<file path="src/rtl/dmem_arb_pkg.sv">
// Shared types for the data-memory arbiter: bus owner encoding and mux selects.
package dmem_arb_pkg;
  typedef enum logic {OWN_CPU = 1'b0, OWN_DMA = 1'b1} owner_e;

  localparam logic SEL_CPU = 1'b0;
  localparam logic SEL_DMA = 1'b1;
endpackage

</file>
<file path="src/rtl/dmem_arb_starve_ctr.sv">
// DMA wait counter; raises force_gnt once the DMA has waited MAX_WAIT cycles.
module dmem_arb_starve_ctr #(
  parameter int MAX_WAIT = 8
) (
  input  logic clk,
  input  logic rst_n,
  input  logic dma_req,
  input  logic dma_gnt,
  output logic force_gnt
);
  localparam int WW = $clog2(MAX_WAIT + 1);

  logic [WW-1:0] wait_cnt;

  always_ff @(posedge clk) begin
    if (!rst_n) begin
      wait_cnt <= '0;
    end else if (dma_req && !dma_gnt) begin
      if (wait_cnt != WW'(MAX_WAIT)) wait_cnt <= wait_cnt + 1'b1;
    end else begin
      wait_cnt <= '0;
    end
  end

  assign force_gnt = dma_req && (wait_cnt == WW'(MAX_WAIT));
endmodule

</file>
<file path="src/rtl/dmem_arbiter.sv">
// Single-port data memory arbiter: CPU MEM stage vs. DMA master, bounded DMA bursts.
// Define DMEM_ARB_STARVE_EN to add the DMA starvation guard.
module dmem_arbiter
  import dmem_arb_pkg::*;
#(
  parameter int ADDR_W    = 32,
  parameter int DATA_W    = 32,
  parameter int BURST_MAX = 4,
  parameter int MAX_WAIT  = 8
) (
  input  logic              clk,
  input  logic              rst_n,
  input  logic              cpu_read,
  input  logic              cpu_write,
  input  logic [ADDR_W-1:0] cpu_addr,
  input  logic [DATA_W-1:0] cpu_wdata,
  output logic [DATA_W-1:0] cpu_rdata,
  output logic              cpu_stall,
  input  logic              dma_req,
  input  logic              dma_we,
  input  logic              dma_last,
  input  logic [ADDR_W-1:0] dma_addr,
  input  logic [DATA_W-1:0] dma_wdata,
  output logic              dma_gnt,
  output logic [DATA_W-1:0] dma_rdata,
  output logic              dma_rvalid,
  output logic              mem_read,
  output logic              mem_write,
  output logic [ADDR_W-1:0] mem_addr,
  output logic [DATA_W-1:0] mem_wdata,
  input  logic [DATA_W-1:0] mem_rdata
);
  localparam int BW = $clog2(BURST_MAX + 1);

  owner_e        owner, owner_nxt;
  logic [BW-1:0] beat, beat_nxt, beat_inc;
  logic          sel, cpu_acc, take, force_gnt;

  assign cpu_acc  = cpu_read | cpu_write;
  assign beat_inc = beat + 1'b1;

`ifdef DMEM_ARB_STARVE_EN
  dmem_arb_starve_ctr #(.MAX_WAIT(MAX_WAIT)) u_starve (
    .clk       (clk),
    .rst_n     (rst_n),
    .dma_req   (dma_req),
    .dma_gnt   (dma_gnt),
    .force_gnt (force_gnt)
  );
`else
  assign force_gnt = 1'b0;
`endif

  always_ff @(posedge clk) begin
    if (!rst_n) begin
      owner      <= OWN_CPU;
      beat       <= '0;
      dma_rvalid <= 1'b0;
      dma_rdata  <= '0;
    end else begin
      owner      <= owner_nxt;
      beat       <= beat_nxt;
      dma_rvalid <= dma_gnt && !dma_we;
      if (dma_gnt && !dma_we) dma_rdata <= mem_rdata;
    end
  end

  always_comb begin
    take      = 1'b0;
    sel       = SEL_CPU;
    dma_gnt   = 1'b0;
    cpu_stall = 1'b0;
    owner_nxt = OWN_CPU;
    beat_nxt  = '0;
    case (owner)
      OWN_DMA: take = dma_req;
      default: take = dma_req && (!cpu_acc || force_gnt);
    endcase
    // beat is always 0 while the CPU owns the bus, so beat_inc starts a burst at 1
    if (take) begin
      sel       = SEL_DMA;
      dma_gnt   = 1'b1;
      cpu_stall = cpu_acc;
      if (!(dma_last || beat_inc == BW'(BURST_MAX))) begin
        owner_nxt = OWN_DMA;
        beat_nxt  = beat_inc;
      end
    end
    if (!rst_n) begin
      dma_gnt   = 1'b0;
      cpu_stall = 1'b0;
    end
  end

  assign mem_addr  = (sel == SEL_DMA) ? dma_addr  : cpu_addr;
  assign mem_wdata = (sel == SEL_DMA) ? dma_wdata : cpu_wdata;
  assign mem_read  = rst_n && ((sel == SEL_DMA) ? (dma_gnt && !dma_we) : (cpu_read  && !cpu_stall));
  assign mem_write = rst_n && ((sel == SEL_DMA) ? (dma_gnt &&  dma_we) : (cpu_write && !cpu_stall));
  assign cpu_rdata = mem_rdata;
endmodule

</file>
<file path="config.mk">
export PLATFORM = sky130hd
export DESIGN_NAME = dmem_arbiter
export DESIGN_NICKNAME = d
export VERILOG_FILES = /design/src/rtl/dmem_arb_pkg.sv /design/src/rtl/dmem_arb_starve_ctr.sv /design/src/rtl/dmem_arbiter.sv
export SDC_FILE = /design/constraint.sdc
export NUM_CORES = 1
export LEC_CHECK = 0
export CAP_MARGIN = 0
export CORE_AREA = 8 8 110 112
export CTS_BUF_LIST = sky130_fd_sc_hd__clkbuf_8
export DETAILED_ROUTE_END_ITERATION = 8
export DIE_AREA = 0 0 118 120
export PLACE_DENSITY = 0.77
export RECOVER_POWER = 100
export SETUP_SLACK_MARGIN = 0.2
export SLEW_MARGIN = 20
export SYNTH_ARGS = -nofsm -noshare
export SYNTH_HDL_FRONTEND = slang
export SYNTH_SLANG_ARGS = --single-unit
</file>
<file path="constraint.sdc">
create_clock -name clk -period 2 [get_ports clk]
set_input_delay 0.5 -clock clk [delete_from_list [all_inputs] [get_ports clk]]
set_output_delay 0.5 -clock clk [all_outputs]
set_load 0.02 [all_outputs]
</file>
Word-level counts from Yosys, hierarchy flattened
Index checks and enable logic that the tools add are counted.

word-level totals
  register bits after elaboration = 37
  input bits = 167
  output and inout port bits = 133

cells by class
  $add $sub $neg = 1
  reduce and logical (&&, ||, !) cells = 13
  equality and inequality tests = 1
  mux-type cells = 10
  bitwise gates (word level) = 3

operator list
  cell                                          count
  two-way mux 32 bit                            2
  two-way mux 1 bit                             8
  logical AND 1 bit                             7
  adder 3 x 1 -> 3 bit (second input constant)  1
  equality test 3 bit (second input constant)   1
  zero test 1 bit                               3
  OR reduction 3 bit                            1
  inverter 1 bit                                2
  AND reduction 2 bit                           1
  logical OR 1 bit                              1
  bitwise OR 1 bit                              1

Depth between registers and ports, before layout
Gate-level depths: netlist (run 1).

  word-level depth = 10
  mapped depth = 5
  mapped depth without buffers = 4

Worst setup path before layout (run 1)
No wires, ideal clock.

  kind = input-to-output
  start point = input port rst_n
  end point = output port mem_read
  arrival time = 1.393 ns
  setup slack = 0.107 ns
  required time = 1.500 ns
  stages = 5
  cells stage by stage = clkbuf_1 > nand4b_1 > buf_6 > buf_6 > o21ai_0

on the way
  word-level cells in the longest chain between the ends = 5

ends and longest elaborated chain
  what                 RTL line            RTL
  start, declared      dmem_arbiter.sv:12  input logic rst_n,
  two-way mux 1 bit    dmem_arbiter.sv:89  if (!rst_n) begin
  zero test 1 bit      dmem_arbiter.sv:97  assign mem_read = rst_n && ((sel == SEL_DMA) ? (dma_gnt && !dma_we) : (cpu_read && !cpu_stall));
  logical AND 1 bit    dmem_arbiter.sv:97
  two-way mux 1 bit    dmem_arbiter.sv:97
  logical AND 1 bit *  dmem_arbiter.sv:97
  end, declared        dmem_arbiter.sv:27  output logic mem_read,

Mark *: on every way between the ends. The rest lies on a longest branch, timed or not.

Worst setup path after layout (run 1)
  start point = input port cpu_write
  end point = output port mem_addr[0]

on the way
  word-level cells in the longest chain between the ends = 6

ends and longest elaborated chain
  what                RTL line            RTL
  start, declared     dmem_arbiter.sv:14  input logic cpu_write,
  bitwise OR 1 bit    dmem_arbiter.sv:39  assign cpu_acc = cpu_read | cpu_write;
  zero test 1 bit     dmem_arbiter.sv:77  default: take = dma_req && (!cpu_acc || force_gnt);
  logical AND 1 bit   dmem_arbiter.sv:77
  two-way mux 1 bit   dmem_arbiter.sv:75  case (owner)
  two-way mux 1 bit   dmem_arbiter.sv:80  if (take) begin
  two-way mux 32 bit  dmem_arbiter.sv:95  assign mem_addr = (sel == SEL_DMA) ? dma_addr : cpu_addr;
  end, declared       dmem_arbiter.sv:29  output logic [ADDR_W-1:0] mem_addr,

Every way passes these cells.

==> summary.md, run 1 <==
| Metric | Value |
|---|---|
| Worst-skew pair later-pin latency | `290 ps` |
| Most Frequent Cell on Critical Path | `sky130_fd_sc_hd__buf_6` |
| Worst endpoint data arrival time | `1710 ps` |
| CTS tree | `done` |
| Reported max-cap violation count | `0` |
| Via count | `3031` |
| End-of-flow core utilization | `0.5944` |
| Met3 capacity usage during global routing | `0.07891` |
| Unique masters post-synth | `24` |
| Critical path destination | `mem_addr[0]` |
| CTS sink count | `37` |
| Ys flop type | `sky130_fd_sc_hd__dfxtp_1` |
| Type of the tightest min-delay check | `reg -> reg` |
| Total number of H-tree levels | `2` |
| Port Buffer Count | `299` |
| Vias in the first global route | `3248` |
| Number of optimization iterations in the first detailed-route pass | `4` |
| Setup repair after global routing missed its margin | `yes` |
| Post-route ant nets | `0` |
| First-iteration detailed-routing DRC count | `107` |
| Min Clock Period, post-route | `2209 ps` |
| Detailed-route wire length | `14230 um` |
| Nets in the synthesized netlist | `435` |
| Relative area change from synthesis to final layout | `127.7%` |
| Share of synthesized registers carrying an async set or reset | `0` |
| Count of hold buffers inserted by post-cts repair | `0` |
| Y dimension of the die | `120 um` |
| Leakage power total | `3.160 nW` |
| Gate count after technology mapping | `266` |
| Total Power Consumption | `2.691 mW` |
| RR Endpoint | `dma_rdata[4]$_SDFFE_PN0P_` |
| Busiest layer in global routing | `met2` |
| Die extent in x | `118 um` |
| Pin count of the biggest net entering global routing | `34` |
| Tightest Pin Transition | `308.7 ps` |
| Final HPWL from detailed placement | `11790 um` |
| Starting density of the core | `0.2610` |
| Outcome | `finished with violations` |
| Chain of cells forming the critical path | `buf_8, o21bai_4, nand2_8, buf_6, clkbuf_16, mux2_4, buf_6` |
| Antenna violations before repair | `1` |
| Number of enable flip-flop cells after synthesis | `0` |
| Relative slew margins | `0.7951` |
| Via density per instance | `4.245` |
| Synth Warn # | `0` |
| Clock slew at reported path FFs | `80 ps` |
| Global-route usage over all layers | `0.1811` |
| Origin of the worst setup path | `cpu_write` |
| Crit path required time | `1500 ps` |
| Critical path startpoint category | `input port` |
| Nets | `742` |
| Post-route clock period utilization | `1.105` |
| Cell Area, Synth | `2743 um^2` |
| CP max stage delay | `300 ps` |
| Endpoint type of the worst setup path | `primary output` |
| Synthesized area per cell | `10.31 um^2` |
| Worst-path fanout max | `5` |
| Remaining design rule violation count | `0` |
| Yosys reg bits | `37` |
| Power density over cell area | `430.9 nW/um^2` |
| Final standard cell area without fillers | `6246 um^2` |
| Wire length per cell after detailed routing | `19.92 um` |
| Startpoint of the worst-slack reg-to-reg timing path | `owner$_SDFF_PP0_` |
| Critical Path Slowest Stage Cell | `sky130_fd_sc_hd__mux2_4` |
| Worst path setup slack after routing | `-209.1 ps` |
| Sequential share of the synthesized area | `0.2701` |
| Clock Path Buffers | `2` |
| Worst Hold Margin | `460.2 ps` |
| Die Outline Area | `14160 um^2` |
| Row Count | `38` |
| Worst reg-to-reg setup slack | `290 ps` |
| Type of the worst setup path | `in -> out` |
| Share of final-layout standard cells stronger than drive strength 1 | `0.3972` |
| Master cell of the clock root buffer | `sky130_fd_sc_hd__clkbuf_8` |
| Violated checks | `negative setup slack` |
| Clock buffers created by TritonCTS | `5` |
| Final setup violation count | `67` |
| Placed cell count | `686` |
| Antenna Diode Count | `0` |
| Final number of hold-violating endpoints | `0` |
| Worst clock skew | `9.838 ps` |
| Total overflow reported by the global router | `0` |
| Global-route wire length before repair | `20040 um` |
| Global Route met1 Usage | `0.1943` |
| Pins Over Slew Limit | `0` |
| Boundary pin count | `300` |
| Met2 track utilization from global routing | `0.3198` |
| Post-placement cell area | `5764 um^2` |
| Routability congestion estimate | `0.8601` |
| F_max | `0.4527 GHz` |
| CORE AREA | `10510 um^2` |
| Length in cells of the worst reg-to-reg path | `7` |
| Number of cells in the finished layout apart from fillers | `714` |
| Peak ir drop on the vdd network | `282.4 uV` |
-- placed cells by master (no fill, tap or decap), drive strengths merged, types with 2 or more instances in the layout --
master         instances
nand2                 36
clkbuf                31
dfxtp                 37
mux2                  64
clkdlybuf4s50        181
nor4                   2
ha                     2
nor2                   2
clkdlybuf4s15         16
inv                   35
dlygate4sd2            2
mux2i                 32
nor2b                  2
buf                  120
-- routing by layer --
metal | share of wire | wire length, um | vias up
li1 | - | - | 1455
met1 | 0.37 | 5281 | 1388
met2 | 0.51 | 7286 | 166
met3 | 0.098 | 1390 | 20
met4 | 0.018 | 252 | 2
met5 | 0.00091 | 13 | -
-- registers in the layout, summed over array words and instances, names as in the netlist --
signal	count
owner	1
dma_rvalid	1
beat	3
dma_rdata	32
-- worst max-delay path: cells and delay by family --
family | cells | cell delay [ps]
AND/OR/NAND/NOR | 1 | 110
buffers and inverters | 4 | 530
multiplexers | 1 | 300
AO/OA/AOI/OAI | 1 | 250
-- synthesized netlist by cell type, types with 2 or more instances --
master | instances | area share
sky130_fd_sc_hd__nor2_1 | 2 | 0.0027
sky130_fd_sc_hd__buf_4 | 32 | 0.088
sky130_fd_sc_hd__clkbuf_1 | 4 | 0.0055
sky130_fd_sc_hd__buf_6 | 10 | 0.041
sky130_fd_sc_hd__inv_1 | 34 | 0.047
sky130_fd_sc_hd__ha_1 | 2 | 0.0091
sky130_fd_sc_hd__nand2_1 | 34 | 0.047
sky130_fd_sc_hd__mux2i_1 | 32 | 0.12
sky130_fd_sc_hd__nor4_1 | 2 | 0.0046
sky130_fd_sc_hd__mux2_2 | 14 | 0.057
sky130_fd_sc_hd__dfxtp_1 | 37 | 0.27
sky130_fd_sc_hd__nor2b_1 | 2 | 0.0046
sky130_fd_sc_hd__mux2_4 | 50 | 0.27
-- worst min path at each step --
stage,end,cells after the start,from
3_3_place_gp,beat[0]$_SDFF_PP0_,1,beat[0]$_SDFF_PP0_
5_1_grt,dma_rdata[22]$_SDFFE_PN0P_,2,dma_rdata[22]$_SDFFE_PN0P_
6_report,dma_rdata[22]$_SDFFE_PN0P_,2,dma_rdata[22]$_SDFFE_PN0P_
3_5_place_dp,dma_rdata[22]$_SDFFE_PN0P_,2,dma_rdata[22]$_SDFFE_PN0P_
4_1_cts,dma_rdata[22]$_SDFFE_PN0P_,2,dma_rdata[22]$_SDFFE_PN0P_
2_1_floorplan,beat[0]$_SDFF_PP0_,1,beat[0]$_SDFF_PP0_
-- cells by family after synthesis --
family                     Yosys count  synth area share
muxes                               96            0.4480
AOI/OAI and AO/OA                    3           0.01186
adders and majority gates            2          0.009123
buffers and inverters               80            0.1807
DFF                                 37            0.2701
xor gates and xnor gates             1          0.003194
and+or+nand+nor                     47           0.07710
-- what timing repair did --
item / 4_1_cts / 5_1_grt
resized for setup: 430 / 130
buffers inserted: 14 / 2
endpoints found under the setup margin: 133 / 116
hold endpoints to repair: 0 / 0
pin swaps: 4 / 2
cloned: 1 / 3
-- where the power goes --
part	internal [mW]	switching [mW]	leakage, nW	total (mW)
registers	0.754	0.00861	0.300	0.762
logic	0.775	0.493	2.80	1.27
clock network	0.370	0.291	0.0595	0.661
total	1.90	0.793	3.16	2.69
-- stage by stage --
step	setup slack (ps)	setup TNS, ps
final	-209.1	-9306
after global routing	-247.3	-12300
after CTS	-220.9	-10620
after detailed placement	-904.2	-67290
after global placement	-863.5	-63740
after floorplan	213.5	0
-- cell type report --
class | count | area [um^2]
multi-input cells | 150 | 1605
clock inverters | 3 | 42.54
repair buffers | 345 | 3485
fillers | 911 | 4262
flip-flops and latches | 37 | 742.0
clock buffers | 5 | 68.82
well taps | 140 | 175.2
inverters | 34 | 127.6
Power figures use the tool's default switching activity.
==> inputs of run 2 (changes only) <==
--- a/config.mk
+++ b/config.mk
@@ -6,11 +6,11 @@
 export NUM_CORES = 1
 export LEC_CHECK = 0
 export CAP_MARGIN = 0
-export CORE_AREA = 8 8 110 112
+export CORE_AREA = 4 4 115 117
 export CTS_BUF_LIST = sky130_fd_sc_hd__clkbuf_8
 export DETAILED_ROUTE_END_ITERATION = 8
-export DIE_AREA = 0 0 118 120
-export PLACE_DENSITY = 0.77
+export DIE_AREA = 0 0 119 121
+export PLACE_DENSITY = 0.67
 export RECOVER_POWER = 100
 export SETUP_SLACK_MARGIN = 0.2
 export SLEW_MARGIN = 20
==> run 2 against run 1 <==
Against the previous run:
- the run still ends with negative setup slack left
- global-route usage decreased by 0.64 points
- design area decreased by 0.24%
- sequential power about the same
- via count increased by 0.69%
- cell count increased by 3.9%
- fmax increased by 0.86%
- first-iteration DRC count decreased by 10%
- non-clock buffer count decreased by 3
- critical endpoint is now mem_wdata[4]
- largest cell class unchanged
==> summary.md, run 2 (synthesized netlist as in run 1, its figures left out) <==
| Metric | Value |
|---|---|
| Outcome | `finished with violations` |
| Violated checks | `negative setup slack` |
| Antenna Diode Count | `0` |
| CORE AREA | `12360 um^2` |
| Final HPWL from detailed placement | `11050 um` |
| Worst path setup slack after routing | `-190.2 ps` |
| Clock buffers created by TritonCTS | `5` |
| Peak ir drop on the vdd network | `255.8 uV` |
| Met2 Routed Length | `6698 um` |
| Relative slew margins | `0.6004` |
| Y dimension of the die | `121 um` |
| Final setup violation count | `67` |
| Row Count | `41` |
| Number of optimization iterations in the first detailed-route pass | `4` |
| CTS sink count | `37` |
| Boundary pin count | `300` |
| Kind of cell adding the most delay to the critical path | `buffers and inverters` |
| Final standard cell area without fillers | `6231 um^2` |
| Setup TNS after final layout | `-10150 ps` |
| F_max | `0.4566 GHz` |
| Top flop regs | `dma_rdata (32), beat (3)` |
| Post-placement cell area | `5854 um^2` |
| Clock Path Buffers | `2` |
| Chain of cells forming the critical path | `buf_8, o21bai_4, nand2_8, buf_6, buf_16, mux2_4, buf_12` |
| CP max stage delay | `320 ps` |
| Top layer in use | `met5` |
| Worst-path fanout max | `8` |
| Port Buffer Count | `299` |
| Die extent in x | `119 um` |
| Wire length the detailed router placed on met1 | `5148 um` |
| Remaining design rule violation count | `0` |
| Post-route ant nets | `0` |
| Buffers plus inverters on the worst setup path | `4` |
| Wire length per cell after detailed routing | `18.34 um` |
| Power density over cell area | `413.3 nW/um^2` |
| Worst-skew pair later-pin latency | `290 ps` |
| Total number of H-tree levels | `2` |
| Vias in the first global route | `3241` |
| Critical path startpoint category | `input port` |
| Crit path required time | `1500 ps` |
| Share of final-layout standard cells stronger than drive strength 1 | `0.3386` |
| Global-route wire length before repair | `19370 um` |
| Final number of hold-violating endpoints | `0` |
| Post-route clock period utilization | `1.095` |
| Setup repair after global routing missed its margin | `yes` |
| Count of hold buffers inserted by post-cts repair | `0` |
| Pin count of the biggest net entering global routing | `34` |
| Reported max-cap violation count | `0` |
| Worst clock skew | `13.58 ps` |
| Master cell of the clock root buffer | `sky130_fd_sc_hd__clkbuf_8` |
| First-iteration detailed-routing DRC count | `96` |
| Via count | `3052` |
| Antenna violations before repair | `2` |
| Routability congestion estimate | `0.8178` |
| Pins Over Slew Limit | `0` |
| Clock slew at reported path FFs | `90 ps` |
| Critical Path Slowest Stage Cell | `sky130_fd_sc_hd__mux2_4` |
| Relative area change from synthesis to final layout | `127.2%` |
| Die Outline Area | `14400 um^2` |
| Nets | `738` |
| Min Clock Period, post-route | `2190 ps` |
| Leakage power total | `3.144 nW` |
| Max FFs per register | `32` |
| Commonest cells after routing, fill and taps aside | `161 x sky130_fd_sc_hd__clkdlybuf4s50_1, 70 x sky130_fd_sc_hd__buf_6, 64 x sky130_fd_sc_hd__mux2_4, 36 x sky130_fd_sc_hd__dfxtp_1, 34 x sky130_fd_sc_hd__nand2_1` |
| Worst endpoint data arrival time | `1690 ps` |
| Total overflow reported by the global router | `0` |
| Type of the worst setup path | `in -> out` |
| CTS tree | `done` |
| Starting density of the core | `0.2218` |
| Type of the tightest min-delay check | `reg -> reg` |
| Global-route usage over all layers | `0.1748` |
| Met3 wire len | `1327 um` |
| Tightest Pin Transition | `599.5 ps` |
| Most common cell after layout, fill and taps aside | `sky130_fd_sc_hd__clkdlybuf4s50_1` |
| Detailed-route wire length | `13610 um` |
| Via density per instance | `4.113` |
| Endpoint type of the worst setup path | `primary output` |
| Largest register by flop count | `dma_rdata` |
run 2: layout make-up:
type	instances	area (um^2)
inverters	34	127.6
multi-input cells	149	1592
flip-flops and latches	37	742.0
fillers	1110	6132
well taps	172	215.2
repair buffers	342	3465
clock buffers	5	68.82
clock inverters	3	21.27
run 2: report_power, final:
part	total (mW)	leakage [nW]	internal, mW	switching, mW
registers	0.762	0.300	0.754	0.00847
clock network	0.538	0.0445	0.247	0.291
logic	1.28	2.80	0.777	0.498
run 2: tightest hold or removal path, cell delays in order, from the launching register on:
cell,delay (ps)
sky130_fd_sc_hd__dfxtp_1,310
sky130_fd_sc_hd__nand2_1,50
sky130_fd_sc_hd__mux2i_1,50
run 2: stage by stage:
stage                     utilization  cells  hold slack, ps  total power [mW]  setup WS, ps
after floorplan                     -    266           434.6             1.281         213.5
after global placement         0.4735    719           439.8             1.962        -892.8
after detailed placement       0.4735    719           449.7             1.967        -910.8
after CTS                      0.5101    738           463.2             2.608        -206.2
after global routing           0.5040    742           482.4             2.693        -241.0
final                          0.5040    742           457.3             2.575        -190.2
run 2: worst paths after layout:
check,slack (ps),endpoint,startpoint,cells past startpoint
min reg2reg,460,dma_rdata[9]$_SDFFE_PN0P_,dma_rdata[9]$_SDFFE_PN0P_,2
max,-190,mem_wdata[4],cpu_read,7
min,460,dma_rdata[9]$_SDFFE_PN0P_,dma_rdata[9]$_SDFFE_PN0P_,2
max reg2reg,120,dma_rdata[2]$_SDFFE_PN0P_,owner$_SDFF_PP0_,7
run 2: repair_timing:
action                                  in CTS  in global routing
pin swaps                                    4                  3
setup buffers                                7                  3
endpoints found under the setup margin     133                111
cloned                                       4                  1
resized for setup                          487                 50
run 2: per-layer routing:
layer | vias up | track usage
met2 | 167 | 0.2995
met1 | 1403 | 0.1955
met4 | 4 | 0.05938
met3 | 27 | 0.07273
met5 | - | 0
li1 | 1451 | -
